--- src/rtl/hpc2_and_scheduler.sv ---
// Round-robin front end that time-shares one 4-share HPC2 AND gadget between two
// requesters, feeding each operation a fresh randomness word and routing results back.
module hpc2_and_scheduler #(
    parameter int SHARES = 4,
    parameter int RAND_W = 6,
    parameter int LAT    = 1,
    parameter int CNT_W  = 16
) (
    input  logic              clock_0,
    input  logic              reset_0,
    input  logic              req0_valid,
    output logic              req0_ready,
    input  logic [SHARES-1:0] req0_a,
    input  logic [SHARES-1:0] req0_b,
    input  logic              req1_valid,
    output logic              req1_ready,
    input  logic [SHARES-1:0] req1_a,
    input  logic [SHARES-1:0] req1_b,
    input  logic              rnd_valid,
    output logic              rnd_ready,
    input  logic [RAND_W-1:0] rnd_data,
    output logic [SHARES-1:0] g_a,
    output logic [SHARES-1:0] g_b,
    output logic [RAND_W-1:0] g_rand,
    input  logic [SHARES-1:0] g_z,
    output logic              rsp0_valid,
    input  logic              rsp0_ready,
    output logic [SHARES-1:0] rsp0_z,
    output logic              rsp1_valid,
    input  logic              rsp1_ready,
    output logic [SHARES-1:0] rsp1_z,
    output logic [CNT_W-1:0]  starve_cnt
);

    logic              rr_q, rr_d;
    logic [LAT-1:0]    pipe_v_q, pipe_v_d;
    logic [LAT-1:0]    pipe_tag_q, pipe_tag_d;
    logic [1:0]        slot_v_q, slot_v_d;
    logic [SHARES-1:0] slot0_z_q, slot0_z_d;
    logic [SHARES-1:0] slot1_z_q, slot1_z_d;
    logic [CNT_W-1:0]  cnt_q, cnt_d;

    logic [1:0]        busy_s;
    logic [1:0]        drain_s;
    logic [1:0]        elig_s;
    logic              grant_v_s;
    logic              grant_id_s;
    logic              issue_s;
    logic              cap0_s;
    logic              cap1_s;

    // Arbitration, issue gating and next-state for every register.
    always_comb begin
        busy_s     = 2'b00;
        grant_v_s  = 1'b0;
        grant_id_s = 1'b0;
        pipe_v_d   = pipe_v_q;
        pipe_tag_d = pipe_tag_q;
        cnt_d      = cnt_q;

        for (int k = 0; k < LAT; k++) begin
            busy_s[0] = busy_s[0] | (pipe_v_q[k] & ~pipe_tag_q[k]);
            busy_s[1] = busy_s[1] | (pipe_v_q[k] &  pipe_tag_q[k]);
        end

        drain_s[0] = slot_v_q[0] & rsp0_ready;
        drain_s[1] = slot_v_q[1] & rsp1_ready;
        // A draining slot frees up in time for a new result LAT+1 cycles later.
        elig_s[0]  = req0_valid & (~slot_v_q[0] | drain_s[0]) & ~busy_s[0];
        elig_s[1]  = req1_valid & (~slot_v_q[1] | drain_s[1]) & ~busy_s[1];

        case (elig_s)
            2'b11: begin
                grant_v_s  = 1'b1;
                grant_id_s = rr_q;
            end
            2'b01: begin
                grant_v_s  = 1'b1;
                grant_id_s = 1'b0;
            end
            2'b10: begin
                grant_v_s  = 1'b1;
                grant_id_s = 1'b1;
            end
            default: begin
                grant_v_s  = 1'b0;
                grant_id_s = 1'b0;
            end
        endcase

        issue_s = grant_v_s & rnd_valid;

        // Gadget inputs are zero unless an operation is issued this very cycle.
        if (issue_s) begin
            g_a    = grant_id_s ? req1_a : req0_a;
            g_b    = grant_id_s ? req1_b : req0_b;
            g_rand = rnd_data;
            rr_d   = ~grant_id_s;
        end else begin
            g_a    = {SHARES{1'b0}};
            g_b    = {SHARES{1'b0}};
            g_rand = {RAND_W{1'b0}};
            rr_d   = rr_q;
        end

        req0_ready = issue_s & ~grant_id_s;
        req1_ready = issue_s &  grant_id_s;
        rnd_ready  = issue_s;

        pipe_v_d[0]   = issue_s;
        pipe_tag_d[0] = grant_id_s;
        for (int k = 1; k < LAT; k++) begin
            pipe_v_d[k]   = pipe_v_q[k-1];
            pipe_tag_d[k] = pipe_tag_q[k-1];
        end

        cap0_s = pipe_v_q[LAT-1] & ~pipe_tag_q[LAT-1];
        cap1_s = pipe_v_q[LAT-1] &  pipe_tag_q[LAT-1];

        slot_v_d[0] = (slot_v_q[0] & ~drain_s[0]) | cap0_s;
        slot_v_d[1] = (slot_v_q[1] & ~drain_s[1]) | cap1_s;
        slot0_z_d   = cap0_s ? g_z : slot0_z_q;
        slot1_z_d   = cap1_s ? g_z : slot1_z_q;

        if (grant_v_s && !rnd_valid && (cnt_q != {CNT_W{1'b1}})) begin
            cnt_d = cnt_q + {{(CNT_W-1){1'b0}}, 1'b1};
        end else begin
            cnt_d = cnt_q;
        end
    end

    // State registers; reset empties the pipe so in-flight results are dropped.
    always_ff @(posedge clock_0 or negedge reset_0) begin
        if (!reset_0) begin
            rr_q       <= 1'b0;
            pipe_v_q   <= {LAT{1'b0}};
            pipe_tag_q <= {LAT{1'b0}};
            slot_v_q   <= 2'b00;
            slot0_z_q  <= {SHARES{1'b0}};
            slot1_z_q  <= {SHARES{1'b0}};
            cnt_q      <= {CNT_W{1'b0}};
        end else begin
            rr_q       <= rr_d;
            pipe_v_q   <= pipe_v_d;
            pipe_tag_q <= pipe_tag_d;
            slot_v_q   <= slot_v_d;
            slot0_z_q  <= slot0_z_d;
            slot1_z_q  <= slot1_z_d;
            cnt_q      <= cnt_d;
        end
    end

    assign rsp0_valid = slot_v_q[0];
    assign rsp1_valid = slot_v_q[1];
    assign rsp0_z     = slot0_z_q;
    assign rsp1_z     = slot1_z_q;
    assign starve_cnt = cnt_q;

endmodule

--- config.mk ---
export PLATFORM = sky130hd
export DESIGN_NAME = hpc2_and_scheduler
export DESIGN_NICKNAME = d
export VERILOG_FILES = /design/src/rtl/hpc2_and_scheduler.sv
export SDC_FILE = /design/constraint.sdc
export NUM_CORES = 1
export LEC_CHECK = 0
export ABC_AREA = 1
export ABC_CLOCK_PERIOD_IN_PS = 3200
export CAP_MARGIN = 20
export CORE_MARGIN = 5
export CORE_UTILIZATION = 36
export CTS_CLUSTER_SIZE = 16
export DETAILED_ROUTE_END_ITERATION = 6
export PLACE_DENSITY = 0.77
export SLEW_MARGIN = 10
export SYNTH_ARGS = -nofsm -noshare
export SYNTH_HDL_FRONTEND = slang
export SYNTH_SLANG_ARGS = --single-unit
--- constraint.sdc ---
create_clock -name clock_0 -period 3.2 [get_ports clock_0]
set_input_delay 0.32 -clock clock_0 [delete_from_list [all_inputs] [get_ports clock_0]]
set_output_delay 0.32 -clock clock_0 [all_outputs]
set_load 0.02 [all_outputs]
# After elaboration in Yosys (flattened, before gate mapping)
# Index checks and enable logic that the tools add are counted.
# Widths: inputs -> output; s select.
[classes]
addsub = 1
eq_ne = 4
mux = 7
bitwise_logic = 25
reduce_logical = 4
[ops]
columns = ["cell", "count"]
rows = [
  ["$add 16x1->16 const B", 1],
  ["$mux 4", 4],
  ["$ne 16x16->1 const B", 1],
  ["$and 1x1->1", 13],
  ["$not 1->1", 8],
  ["$mux 6", 1],
  ["$eq 2x2->1 const B", 2],
  ["$or 1x1->1", 4],
  ["$reduce_or 3->1", 1],
  ["$eq 2x1->1 const B", 1],
  ["$logic_and 1x1->1", 2],
  ["$pmux 1 s2", 1],
  ["$logic_not 1->1", 1],
  ["$mux 1", 1],
]
[word_totals]
reg_bits = 29
output_inout_bits = 43

# Depth between registers and ports, before layout
# Gate-level depths: netlist of run 1.
[depth]
depth_word = 9
depth_mapped = 9

# Least setup slack after synthesis of run 1
# Ideal clock, no wire load.
[synth_path]
path_type = "register to output"
from = "register slot_v_q[0]"
to = "output g_a[0]"
t_arrival_ns = 1.465
required_time_ns = 2.880
path_slack_ns = 1.415
stages_incl_launch_ff = 8
cell_sequence = "dfrtp_1 > nand2_1 > nand3_1 > nand2_1 > nand2_2 > clkinv_1 > nand3_1 > nand2_1"
[synth_via]
elab_chain_cells = 9
elab_cells_between_ends = 14
cone_classes = "eq/ne: 3; mux: 4; bitwise: 6; reduce/logical: 1"
[synth_rtl]
columns = ["element", "line", "rtl"]
rows = [
  ["start: declaration", "38", "logic [1:0] slot_v_q, slot_v_d;"],
  ["start signal: assignment", "146", "slot_v_q <= slot_v_d;"],
  ["$and 1x1->1 or $not 1->1 (tied branches)", "66, 69", ""],
  ["$or 1x1->1 *", "69", "elig_s[0] = req0_valid & (~slot_v_q[0] | drain_s[0]) & ~busy_s[0];"],
  ["$and 1x1->1 * (2 in a row)", "69", ""],
  ["$eq 2x2->1 or $eq 2x1->1 (tied branches)", "72", "case (elig_s)"],
  ["$reduce_or 3->1 (no source line) *", "n/a", ""],
  ["$mux 1 *", "72", ""],
  ["$and 1x1->1 *", "91", "issue_s = grant_v_s & rnd_valid;"],
  ["net rnd_ready", "20", "output logic rnd_ready,"],
  ["$mux 4 *", "94", "if (issue_s) begin"],
  ["end: declaration", "22", "output logic [SHARES-1:0] g_a,"],
]
# Mark *: on every way through the listed nets, which the timed path passes. The rest lies on a longest branch.

# Worst setup path after layout of run 1
[layout_path]
from = "register pipe_tag_q"
to = "output g_a[3]"
[layout_via]
elab_chain_cells = 9
elab_cells_between_ends = 16
cone_classes = "eq/ne: 3; mux: 4; bitwise: 8; reduce/logical: 1"
[layout_rtl]
columns = ["element", "line", "rtl"]
rows = [
  ["start: declaration", "37", "logic [LAT-1:0] pipe_tag_q, pipe_tag_d;"],
  ["start signal: assignment", "137", "pipe_tag_q <= {LAT{1'b0}};"],
  ["start signal: assignment", "145", "pipe_tag_q <= pipe_tag_d;"],
  ["$not 1->1", "62", "busy_s[0] = busy_s[0] | (pipe_v_q[k] & ~pipe_tag_q[k]);"],
  ["$and 1x1->1", "62", ""],
  ["$not 1->1", "69", ""],
  ["$and 1x1->1", "69", ""],
  ["$eq 2x2->1 or $eq 2x1->1 (tied branches)", "72", ""],
  ["$reduce_or 3->1 (no source line)", "n/a", ""],
  ["$mux 1", "72", ""],
  ["$and 1x1->1", "91", ""],
  ["$mux 4 *", "94", ""],
]
# Mark *: on every way between the ends. The rest lies on a longest branch, timed or not.

==> metrics.txt, run 1 <==
syn avg cell area=7.10 sq um; final setup TNS=0 ns; CP Buf/Inv Count=3; Hold-fix buffers, CTS=0; Static Leak=1.27 nW; Synth Area in Compound Gates=7.51%; via/cell ratio=4.80; Inserted Diodes=0; register area share after synthesis=41.9%; Worst Hold Slack=0.427 ns; most frequent cells in the layout=nand2_1, clkdlybuf4s50_1, dfrtp_1, inv_1, o21ai_0; critical path peak fanout=11; worst skew pair latency=0.28 ns; antenna-violating nets left=0; Crit path max-delay family=simple AND/OR/NAND/NOR gates; asr flop ratio synth=100%; reg-to-reg slack, setup=1.48 ns; Worst Hold Class=in -> async; worst rel slew slack=73.3%; # rows=25; RSZ-0062 raised after global routing=false; full die area=6300 sq um; flops & latches, synth=29; Layout area overhead=51.0%; grt total ovfl=0; number of max-cap violations=0; post-synthesis adder-cell area fraction=0.722%; Slowest cell on crit path=clkdlybuf4s50_1; met2 GRT Util=27.9%; setup violators final=0; Die X=79.4 microns; CORE AREA=4690 sq um; main combinational cell family by area after synthesis=simple AND/OR/NAND/NOR gates; slew at the pin with the worst max-slew slack=0.400 ns; top post-synthesis cells by area=dfrtp_1, nand2_1, o21ai_0, inv_1, nand3_1; Starting Density=36.9%; top-area cell type share of the netlist area=41.9%; GRT Util Overall=16.0%; final wirelength=4.93 mm; FILL cells=457; CP Data Required Time=2.88 ns; I/O pin count=76; worst-path cell chain=inv_1 > nand2_1 > nand3_1 > nand2_1 > nand2_2 > clkinv_1 > nand3_1 > nand2_1 > clkdlybuf4s50_1; post-place setup slack=0.583 ns; setup bufs post-CTS=0; DR WL/cell=13.1 microns; initial antenna violation count=0; Iter 0 DRT Violations=70; H-tree level count=2; Post-Syn Area=1730 sq um; number of global-route vias before repair=1801; mux cell area share after synthesis=0%; CTS Buf Count=5; vias post-DR=1810; yosys warns=0; largest net degree at the start of global routing=30; top_reg_cell synth=dfrtp_1; Clock transition at path regs=0.06 ns; PnR worst setup slack=0.455 ns; DIE HEIGHT=79.4 microns; placer's final routability congestion estimate=0.885; Hold Vio Cnt, Final=0; # nets final=357; share of layout cells above drive strength 1=6.50%; cell mode on critical path=nand2_1; PortBufs=75; drt pass-1 iters=4; fin crit period=2.74 ns; post-synthesis xor/xnor area fraction=3.54%; detailed placement HPWL=3.75 mm; Design Power=1.33 mW; final instance count without filler cells=377; Worst IR Drop VDD=0.000330 V; Crit path largest cell delay=0.54 ns; CP Launch Type=register; Post-synth EDFFs=0; fin crit share=85.8%; crit end category=output port; reg2reg path depth=8; GR Layer Usage met1=17.6%; CTS Sinks=29; cell taking the most area after synthesis=dfrtp_1; drt drc=0; busiest grt layer=met2; unique cell type count in the Yosys netlist=23; PwrDens=507 nW/um^2; Critical Path AT=2.42 ns; Post-Place Cells=370; Setup CP Type=reg -> out; GR Layer Usage met3=6.66%; clock root cell=clkbuf_8; Setup Skew=0.00378 ns; Mapped Cells=244; fmax=364 MHz; r2r endpoint=starve_cnt[3]$_DFFE_PN0P_; status=finished clean; first-pass GRT wire length=8.03 mm; Clock Tree Buf Depth=2; Syn Nets=278; Synth Area in Simple Gates=38.9%; final slew viol count=0; CTS tree=built; Post-CTS Resized=0; most common cell after layout, fill and taps aside=nand2_1; CP Launch Point=pipe_tag_q$_DFF_PN0_; R2R Path Start=starve_cnt[0]$_DFFE_PN0P_
## worst register-to-register path: cells and delay by family (launching register included)
| kind | cells | cell delay [ns] |
|---|---|---|
| flops | 1 | 0.44 |
| fa+ha+maj | 1 | 0.29 |
| buf+inv | 1 | 0.12 |
| simple gates | 6 | 0.77 |
## state kept, by name, summed over array words and instances (netlist names)
| name | count |
|---|---|
| rsp1_z | 4 |
| rsp0_z | 4 |
| rr_q | 1 |
| pipe_v_q | 1 |
| starve_cnt | 16 |
| slot_v_q | 2 |
| pipe_tag_q | 1 |
## stage by stage
| stage | cell area [sq um] | utilization [%] |
|---|---|---|
| after global placement | 2530 | 53.9 |
| after CTS | 2620 | 55.8 |
| after detailed placement | 2530 | 53.9 |
| after floorplan | 1730 | - |
| after global routing | 2620 | 55.8 |
| final | 2620 | 55.8 |
## cell type report
cell class	instances	area, sq um	share of cell area (%)
clock buffer	7	86.3	3.30
inverter	27	101	3.87
multi-input combinational	184	878	33.6
sequential	29	726	27.7
tap	54	67.6	2.58
timing repair buffer	76	758	29.0
## worst max path at each step
stage,to,slack (ns),depth (start not counted)
finish,g_a[3],0.46,9
CTS,g_b[0],0.45,9
global route,g_b[2],0.28,9
detailed placement,g_b[0],0.58,10
global placement,g_a[3],0.59,10
floorplan,g_a[0],1.42,7
## cell families after synthesis
group | after synthesis
compound gates | 26
flops | 29
buf+inv | 31
fa+ha+maj | 1
xor+xnor | 7
simple gates | 150
## layer usage
layer	routed length [microns]	vias up
met2	2390	66
met5	0	-
li1	-	922
met1	1990	818
met4	41	0
met3	508	4
## Yosys cell counts (2+ instances only)
| master | n |
|---|---|
| xor2_1 | 3 |
| o21ai_0 | 22 |
| nand3_1 | 16 |
| nand2_1 | 93 |
| o21ai_1 | 4 |
| inv_1 | 25 |
| nor2_2 | 2 |
| nand3_2 | 2 |
| nand4_1 | 7 |
| nor2_4 | 2 |
| nand2_2 | 4 |
| dfrtp_1 | 29 |
| nor2_1 | 21 |
| xnor2_1 | 4 |
| nand2_4 | 2 |
## power by group
part / internal, mW / leakage [nW] / switching (mW)
Clock: 0.170 / 0.0443 / 0.131
Combinational: 0.242 / 0.846 / 0.274
Sequential: 0.440 / 0.379 / 0.0698
(Power assumes the default switching activity.)
==> run 2: changes to the inputs <==
- CORE_ASPECT_RATIO: default -> 1.2
==> run 2 against run 1 <==
- setup slack better by 0.066 ns
- register-to-register slack improved by 0.02 ns
- largest cell class unchanged
- worst hold slack worse by 0.0063 ns
- global-route usage up 0.29 points
- cell count grew 1.3%
- first-iteration DRC count rose by 11%
- sequential power about the same
- flip-flop and latch count stayed put
- clock skew is essentially flat
- clock power fell by 6%
- die area about the same
- critical path type unchanged
- largest power group unchanged
- utilization rose by 0.80 points
==> metrics.txt, run 2 (synthesis gave the netlist of run 1 again) <==
r2r endpoint=starve_cnt[8]$_DFFE_PN0P_; via/cell ratio=4.66 (-3.0%); placer's final routability congestion estimate=0.784 (-11%); Inserted Diodes=0 (unchanged); CTS tree=built; Metal-1 WL=1.84 mm (-7.8%); final wirelength=4.55 mm (-7.7%); Worst IR Drop VDD=0.000363 V (+10%); Critical Path AT=2.36 ns (-0.06 ns); setup violators final=0 (unchanged); FILL cells=439 (-3.9%); drt drc=0 (unchanged); drt pass-1 iters=4 (unchanged); Hold-fix buffers, CTS=0 (unchanged); setup bufs post-CTS=0 (unchanged); slew at the pin with the worst max-slew slack=0.365 ns (-0.0349 ns); GRT Util Overall=16.2% (+0.29 points); Worst Hold Class=in -> async; Hold Vio Cnt, Final=0 (unchanged); first-pass GRT wire length=7.97 mm (-0.77%); area of the multi-input gates=878 sq um (unchanged); Top Metal Used=met4; Starting Density=37.4% (+0.51 points); Die X=73.3 microns (-7.6%); final setup TNS=0 ns (unchanged); met2 WL=2.18 mm (-8.5%); CORE AREA=4630 sq um (-1.4%); largest net degree at the start of global routing=30 (unchanged); DR WL/cell=11.9 microns (-8.9%); reg-to-reg slack, setup=1.50 ns (+0.02 ns); R2R Path Start=starve_cnt[0]$_DFFE_PN0P_; critical path peak fanout=11 (unchanged); Reg area=726 sq um (unchanged); PwrDens=499 nW/um^2 (-1.6%); Design Power=1.31 mW (-1.5%); CTS Buf Count=5 (unchanged); # nets final=357 (unchanged); Layout area overhead=51.1% (about the same); post-place setup slack=0.622 ns (+0.0389 ns); Post-CTS Resized=0 (unchanged); max reg flops=16 (unchanged); # rows=27 (+8.0%); detailed placement HPWL=3.60 mm (-4.0%); CP Launch Type=register; crit end category=output port; PnR worst setup slack=0.522 ns (+0.0665 ns); most frequent cells in the layout=nand2_1, clkdlybuf4s50_1, dfrtp_1, inv_1, o21ai_0; PortBufs=75 (unchanged); Iter 0 DRT Violations=78 (+11%); Setup Skew=0.00408 ns (+0.000297 ns); fin crit share=83.7% (-2.1 points); final slew viol count=0 (unchanged); number of global-route vias before repair=1719 (-4.6%); Clock Tree Buf Depth=2 (unchanged); Static Leak=1.27 nW (about the same); grt total ovfl=0 (unchanged); initial antenna violation count=0 (unchanged); Setup CP Type=reg -> out; clock root cell=clkbuf_8; number of max-cap violations=0 (unchanged); status=finished clean; CTS Sinks=29 (unchanged); I/O pin count=76 (unchanged); fin crit period=2.68 ns (-0.0665 ns); CP Data Required Time=2.88 ns (about the same); antenna-violating nets left=0 (unchanged); most common cell after layout, fill and taps aside=nand2_1; CP Launch Point=pipe_tag_q$_DFF_PN0_; worst skew pair latency=0.28 ns (about the same); Setup crit end=g_a[2]; reg2reg path depth=8 (unchanged); share of layout cells above drive strength 1=6.79% (+0.29 points); DIE HEIGHT=86 microns (+8.3%); DR WL met3=465 microns (-8.5%); H-tree level count=2 (unchanged); RSZ-0062 raised after global routing=false; Clock transition at path regs=0.06 ns (about the same); vias post-DR=1779 (-1.7%); full die area=6310 sq um (about the same); worst rel slew slack=75.6% (+2.3 points); fmax=373 MHz (+2.5%)
[run 2: metal layers]
layer	track usage [%]	vias up
met1	18.2	787
met2	26.9	61
met3	7.74	5
met4	5.44	0
li1	-	926
met5	0	-
[run 2: cell type report]
type                    instances  share of cell area, %
inverters                      27                   3.87
clock inverters                 2                  0.382
repair buffers                 76                   29.0
flip-flops and latches         29                   27.7
clock buffers                   6                   2.77
multi-input cells             184                   33.5
well taps                      58                   2.77
[run 2: worst min-delay path by stage]
stage | startpoint | endpoint | cells after the start
floorplan | reset_0 | pipe_tag_q$_DFF_PN0_ | 0
global placement | rsp1_z[0]$_DFFE_PN0P_ | rsp1_z[0]$_DFFE_PN0P_ | 2
detailed placement | rsp1_z[0]$_DFFE_PN0P_ | rsp1_z[0]$_DFFE_PN0P_ | 2
CTS | reset_0 | starve_cnt[14]$_DFFE_PN0P_ | 2
global route | reset_0 | starve_cnt[6]$_DFFE_PN0P_ | 2
finish | reset_0 | starve_cnt[14]$_DFFE_PN0P_ | 2
[run 2: through the flow]
stage               std cells  util (%)  instance area, sq um  hold WS (ns)
CTS                       382      56.6                  2620         0.433
finish                    382      56.6                  2620         0.420
global route              382      56.6                  2620         0.448
detailed placement        374      54.8                  2540         0.474
floorplan                 244         -                  1730        0.0244
global placement          374      54.8                  2540         0.466
[run 2: worst max-delay path: stages (launching register included)]
cell and delay (ns):
dfrtp_1 0.39, inv_1 0.06, nand2_1 0.20, nand3_1 0.13, nand2_1 0.12, nand2_2 0.19, clkinv_1 0.26, nand3_1 0.14
nand2_1 0.06, clkdlybuf4s50_1 0.53
[run 2: report_power, final]
group	switching (mW)	internal, mW
Sequential	0.0722	0.440
Combinational	0.271	0.242
Clock	0.132	0.150
Total	0.474	0.832
